File: config.mk
export PLATFORM = sky130hd
export DESIGN_NAME = sisc_fetch
export DESIGN_NICKNAME = d
export VERILOG_FILES = /design/src/rtl/sisc_fetch.sv
export SDC_FILE = /design/constraint.sdc
export NUM_CORES = 1
export LEC_CHECK = 0
export BUFFER_PORTS_ARGS = -buffer_cell sky130_fd_sc_hd__buf_2
export CAP_MARGIN = 20
export CORE_ASPECT_RATIO = 0.9
export CORE_MARGIN = 1.5
export CORE_UTILIZATION = 55
export DETAILED_ROUTE_END_ITERATION = 12
export PLACE_DENSITY = 0.84
export SLEW_MARGIN = 20
export SYNTH_ARGS = -nofsm -noshare
export SYNTH_HDL_FRONTEND = slang
export SYNTH_SLANG_ARGS = --single-unit
File: constraint.sdc
create_clock -name clk -period 5.3 [get_ports clk]
set_input_delay 1.06 -clock clk [delete_from_list [all_inputs] [get_ports clk]]
set_output_delay 1.06 -clock clk [all_outputs]
set_load 0.03 [all_outputs]
File: src/rtl/sisc_fetch.sv
// SISC instruction fetch stage: owns the PC, reads instruction memory over a req/ack
// handshake and hands the latched word to the core as ir/ir_valid.
module sisc_fetch #(
    parameter int unsigned             ADDR_W   = 16,
    parameter logic [ADDR_W-1:0]       RESET_PC = '0
) (
    input  logic              clk,
    input  logic              rst_f,
    output logic              imem_req,
    output logic [ADDR_W-1:0] imem_addr,
    input  logic [31:0]       imem_rdata,
    input  logic              imem_ack,
    input  logic              stall,
    input  logic              br_taken,
    input  logic [ADDR_W-1:0] br_addr,
    output logic [31:0]       ir,
    output logic              ir_valid,
    output logic [ADDR_W-1:0] pc,
    output logic [15:0]       fetch_cnt
);

    typedef enum logic [1:0] {
        FETCH_PEND,
        FETCH,
        HOLD
    } state_t;

    state_t            r_state;
    logic              r_req;
    logic [ADDR_W-1:0] r_addr;
    logic [ADDR_W-1:0] r_pc;
    logic [31:0]       r_ir;
    logic              r_ir_valid;
    logic [15:0]       r_cnt;
    logic              r_redir;
    logic [ADDR_W-1:0] r_redir_addr;
    logic [ADDR_W-1:0] w_pc_inc;

    assign w_pc_inc = r_pc + ADDR_W'(1);

    // r_addr doubles as the pending fetch address and the live request address;
    // it only moves outside an outstanding request, keeping imem_addr stable until ack.
    always_ff @(posedge clk) begin
        if (rst_f) begin
            r_state      <= FETCH_PEND;
            r_req        <= 1'b0;
            r_addr       <= RESET_PC;
            r_pc         <= RESET_PC;
            r_ir         <= '0;
            r_ir_valid   <= 1'b0;
            r_cnt        <= '0;
            r_redir      <= 1'b0;
            r_redir_addr <= RESET_PC;
        end else begin
            case (r_state)
                FETCH_PEND: begin
                    r_req   <= 1'b1;
                    r_state <= FETCH;
                    if (br_taken) begin
                        r_addr <= br_addr;
                    end
                end
                FETCH: begin
                    if (imem_ack) begin
                        r_req <= 1'b0;
                        if (r_redir || br_taken) begin
                            // Word belongs to the abandoned path; a same-cycle branch is the newest target.
                            r_addr  <= br_taken ? br_addr : r_redir_addr;
                            r_redir <= 1'b0;
                            r_state <= FETCH_PEND;
                        end else begin
                            r_ir       <= imem_rdata;
                            r_pc       <= r_addr;
                            r_ir_valid <= 1'b1;
                            r_state    <= HOLD;
                        end
                    end else if (br_taken) begin
                        r_redir      <= 1'b1;
                        r_redir_addr <= br_addr;
                    end
                end
                HOLD: begin
                    if (br_taken) begin
                        r_ir_valid <= 1'b0;
                        r_addr     <= br_addr;
                        r_state    <= FETCH_PEND;
                    end else if (!stall) begin
                        r_ir_valid <= 1'b0;
                        r_cnt      <= r_cnt + 16'd1;
                        r_addr     <= w_pc_inc;
                        r_state    <= FETCH_PEND;
                    end
                end
                default: begin
                    r_req   <= 1'b0;
                    r_state <= FETCH_PEND;
                end
            endcase
        end
    end

    assign imem_req  = r_req;
    assign imem_addr = r_addr;
    assign ir        = r_ir;
    assign ir_valid  = r_ir_valid;
    assign pc        = r_pc;
    assign fetch_cnt = r_cnt;

endmodule

==> impl_metrics.csv <==
group,metric,value,unit
run_status,outcome,"finished, final reports clean",
global_route,grt.met3_usage,5.61,%
detailed_routing,drc_errors,0,
clock_network,cts_setup_buffers,0,
critical_path,worstReg2RegEnd,"imem_addr[7]$_SDFFE_PP0P_",
yosys,async_flop_share,0,%
clock_network,clk_pin_slew,0.10,ns
pwr,p_leak,2.22,nW
hold_path,hold_class,"flip-flop to flip-flop",
pwr,power_density,307,nW/um2
pwr,clkPwrFrac,28.3,%
floorplan,row_count,31,
clock_network,root_buffer,"clkbuf_8",
sta,slew_violations,0,
yosys,synthFlopType,"dfxtp_1",
sta,min_period,2.57,ns
sta,tns,0,ns
critical_path,crit_fanout,19,
yosys,yosysWarnings,0,
critical_path,arrival,2.84,ns
floorplan,initial_core_util,56.4,%
detailed_routing,ant_nets,0,
clock_network,cts_inserted_buffers,9,
sta,hold_violations,0,
place,io_buffers,134,
global_route,grt_first_pass_wirelength,18.8,mm
critical_path,rr_startpoint,"r_state[0]$_SDFFE_PP0P_",
pwr,ir_worst_vdd,169,uV
final_layout,n_antenna_cell,0,
clock_network,htree_levels,3,
final_layout,drive_above_1_share,24.0,%
yosys,synth_simple_gate_area_share,25.9,%
clock_network,cts_tree,"yes",
detailed_routing,drt_iter0_drc,343,
yosys,synth_xor_area_share,4.67,%
global_route,gr-total-overflow,0,
critical_path,r2r_cells,7,
floorplan,die_area,8740,um2
sta,rsz0062_at_grt,"no",
sta,clock.fmax,0.389,GHz
pwr,seqPwrFrac,51.1,%
final_layout,area_growth,18.6,%
place,gp_congestion,0.927,
floorplan,fp.dieH,88.9,um
sta,hold_slack,0.455,ns
sta,setup_slack,2.73,ns
critical_path,startpoint,"br_taken",
global_route,met1_usage,35.5,%
yosys,ys_seq_elements,101,
yosys,synth_area,4510,um2
sta,timing.final.crit_share,48.4,%
detailed_routing,drt-vias-per-instance,5.69,
detailed_routing,wire_per_inst,15.5,um
global_route,grt_start_max_net_pins,49,
sta,setup_violations,0,
clock_network,clk_path_buf_depth,2,
yosys,synth_nets,624,
sta,worst_pin_slew,0.928,ns
place,postPlaceCellArea,5160,um2
yosys,yosysUniqueCellTypes,49,
pwr,power.switching,544,uW
pwr,combinationalPowerShare,20.6,%
pwr,p_sw_share,33.2,%
yosys,synth-adder-area-share,1.67,%
clock_network,cts_resized,0,
sta,relSlewSlack,37.8,%
clock_network,clock_sinks,101,
yosys,syn-instance-count,565,
place,placedCellCount,763,
critical_path,start_kind,"primary input",
place,dp_slack,2.38,ns
critical_path,cp-endpoint,"imem_addr[7]$_SDFFE_PP0P_",
global_route,grt_pass1_vias,3886,
detailed_routing,wirelength,12.1,mm
pwr,p_int,1.09,mW
clock_network,clk_latency,0.38,ns
critical_path,path_class,"primary input to flip-flop",
yosys,muxShareOfSynthArea,1.33,%
global_route,grt_use_total,27.0,%
global_route,grt_use_met2,44.2,%
floorplan,die_w,98.4,um
global_route,grt_most_used_layer,"met2",
critical_path,rrSetupSlack,2.81,ns
detailed_routing,vias,4431,
critical_path,cp-end-kind,"flip-flop",
final_layout,fin_nets,734,
yosys,avgSynthCellArea,7.97,um2
detailed_routing,dr.pass1.iters,9,
job,drv_cap,0,
floorplan,ios,135,
yosys,ys_seq_area_share,44.9,%
yosys,synth_compound_area_share,17.1,%
pwr,finalPower,1.64,mW
floorplan,core-area,7990,um2
clock_network,cts_hold_buf,0,
sta,clock_skew,0.0122,ns
place,hpwl,8.60,mm
global_route,antenna_found_initial,0,
yosys,synth_top_family_by_area,"simple AND/OR/NAND/NOR gates",
final_layout,final_cell_area,5340,um2
yosys,synth-edff-count,0,
final_layout,fin_cells,779,
final_layout,final_util,66.9,%
critical_path,crit_required,5.58,ns
flip-flops by register name (all words and copies together) (netlist names):
name	count
ir	32
fetch_cnt	16
imem_addr	16
pc	16
r_redir_addr	16
r_state	2
imem_req	1
ir_valid	1
r_redir	1
power by group through the flow:
stage / registers (mW) / logic, mW / clock network, mW
floorplan: 0.913 / 0.169 / 0
global placement: 0.852 / 0.320 / 0
finish: 0.837 / 0.337 / 0.464
global route: 0.841 / 0.362 / 0.501
CTS: 0.835 / 0.331 / 0.472
detailed placement: 0.853 / 0.330 / 0
how the worst min path moves through the flow:
stage                                 start                      endpoint  slack (ns)  cells after the start
3_3_place_gp            ir[13]$_SDFFE_PP0P_           ir[13]$_SDFFE_PP0P_        0.44                      2
2_1_floorplan  r_redir_addr[0]$_SDFFE_PP0P_  r_redir_addr[0]$_SDFFE_PP0P_        0.43                      2
6_report                ir[14]$_SDFFE_PP0P_           ir[14]$_SDFFE_PP0P_        0.46                      2
3_5_place_dp             ir[6]$_SDFFE_PP0P_            ir[6]$_SDFFE_PP0P_        0.44                      2
4_1_cts                  ir[6]$_SDFFE_PP0P_            ir[6]$_SDFFE_PP0P_        0.46                      2
5_1_grt                 ir[28]$_SDFFE_PP0P_           ir[28]$_SDFFE_PP0P_        0.47                      2
synthesized netlist by cell type, drive strengths merged (3+ instances only):
library cell	instances	area [um2]
nand2	153	577
dfxtp	101	2020
a21oi	79	407
nor2	36	135
clkbuf	29	109
xor2	16	140
nand3	14	75.1
nand4	13	81.3
a221o	10	100
buf	10	61.3
o21ai	10	50.1
inv	9	33.8
nor3	8	45.0
nor4	8	50.1
xnor2	8	70.1
ha	6	75.1
mux2i	6	60.1
nand3b	5	37.5
a211oi	4	35.0
o221ai	4	35.0
a22o	3	26.3
and4	3	26.3
nand2b	3	26.3
or3	3	18.8
critical path, cell delays in order:
cell	delay (ns)
buf_2	0.24
and2b_4	0.30
a21oi_4	0.24
and2_1	0.59
nor2_1	0.10
nor4_1	0.31
cell usage in the layout, fill, tap and decap left out, types with 13 or more instances in the layout:
| master | count |
|---|---|
| nand2_1 | 152 |
| buf_2 | 134 |
| dfxtp_1 | 101 |
| a21oi_1 | 78 |
| nor2_1 | 36 |
| xor2_1 | 16 |
| nand4_1 | 13 |
| nand3_1 | 13 |
cell families (layout without fill, tap and decap cells):
family / Yosys count / count (layout)
mux: 6 / 6
xor+xnor: 24 / 24
compound gates: 124 / 124
flops: 101 / 101
simple gates: 256 / 256
buf+inv: 48 / 163
fa+ha+maj: 6 / 6
cell type report:
class	instances	area [um2]
Clock buffer	10	138
Clock inverter	6	46.3
Fill cell	678	2650
Inverter	9	33.8
Multi-Input combinational cell	416	2280
Sequential cell	101	2020
Tap cell	99	124
Timing Repair Buffer	138	701
per-layer routing:
layer,part of all wire (%),vias to the layer above
met5,0,-
met4,2.0,0
met3,7.9,26
met2,47,208
met1,43,2042
li1,-,2155
Note: power is estimated with default switching activity, not from simulation.
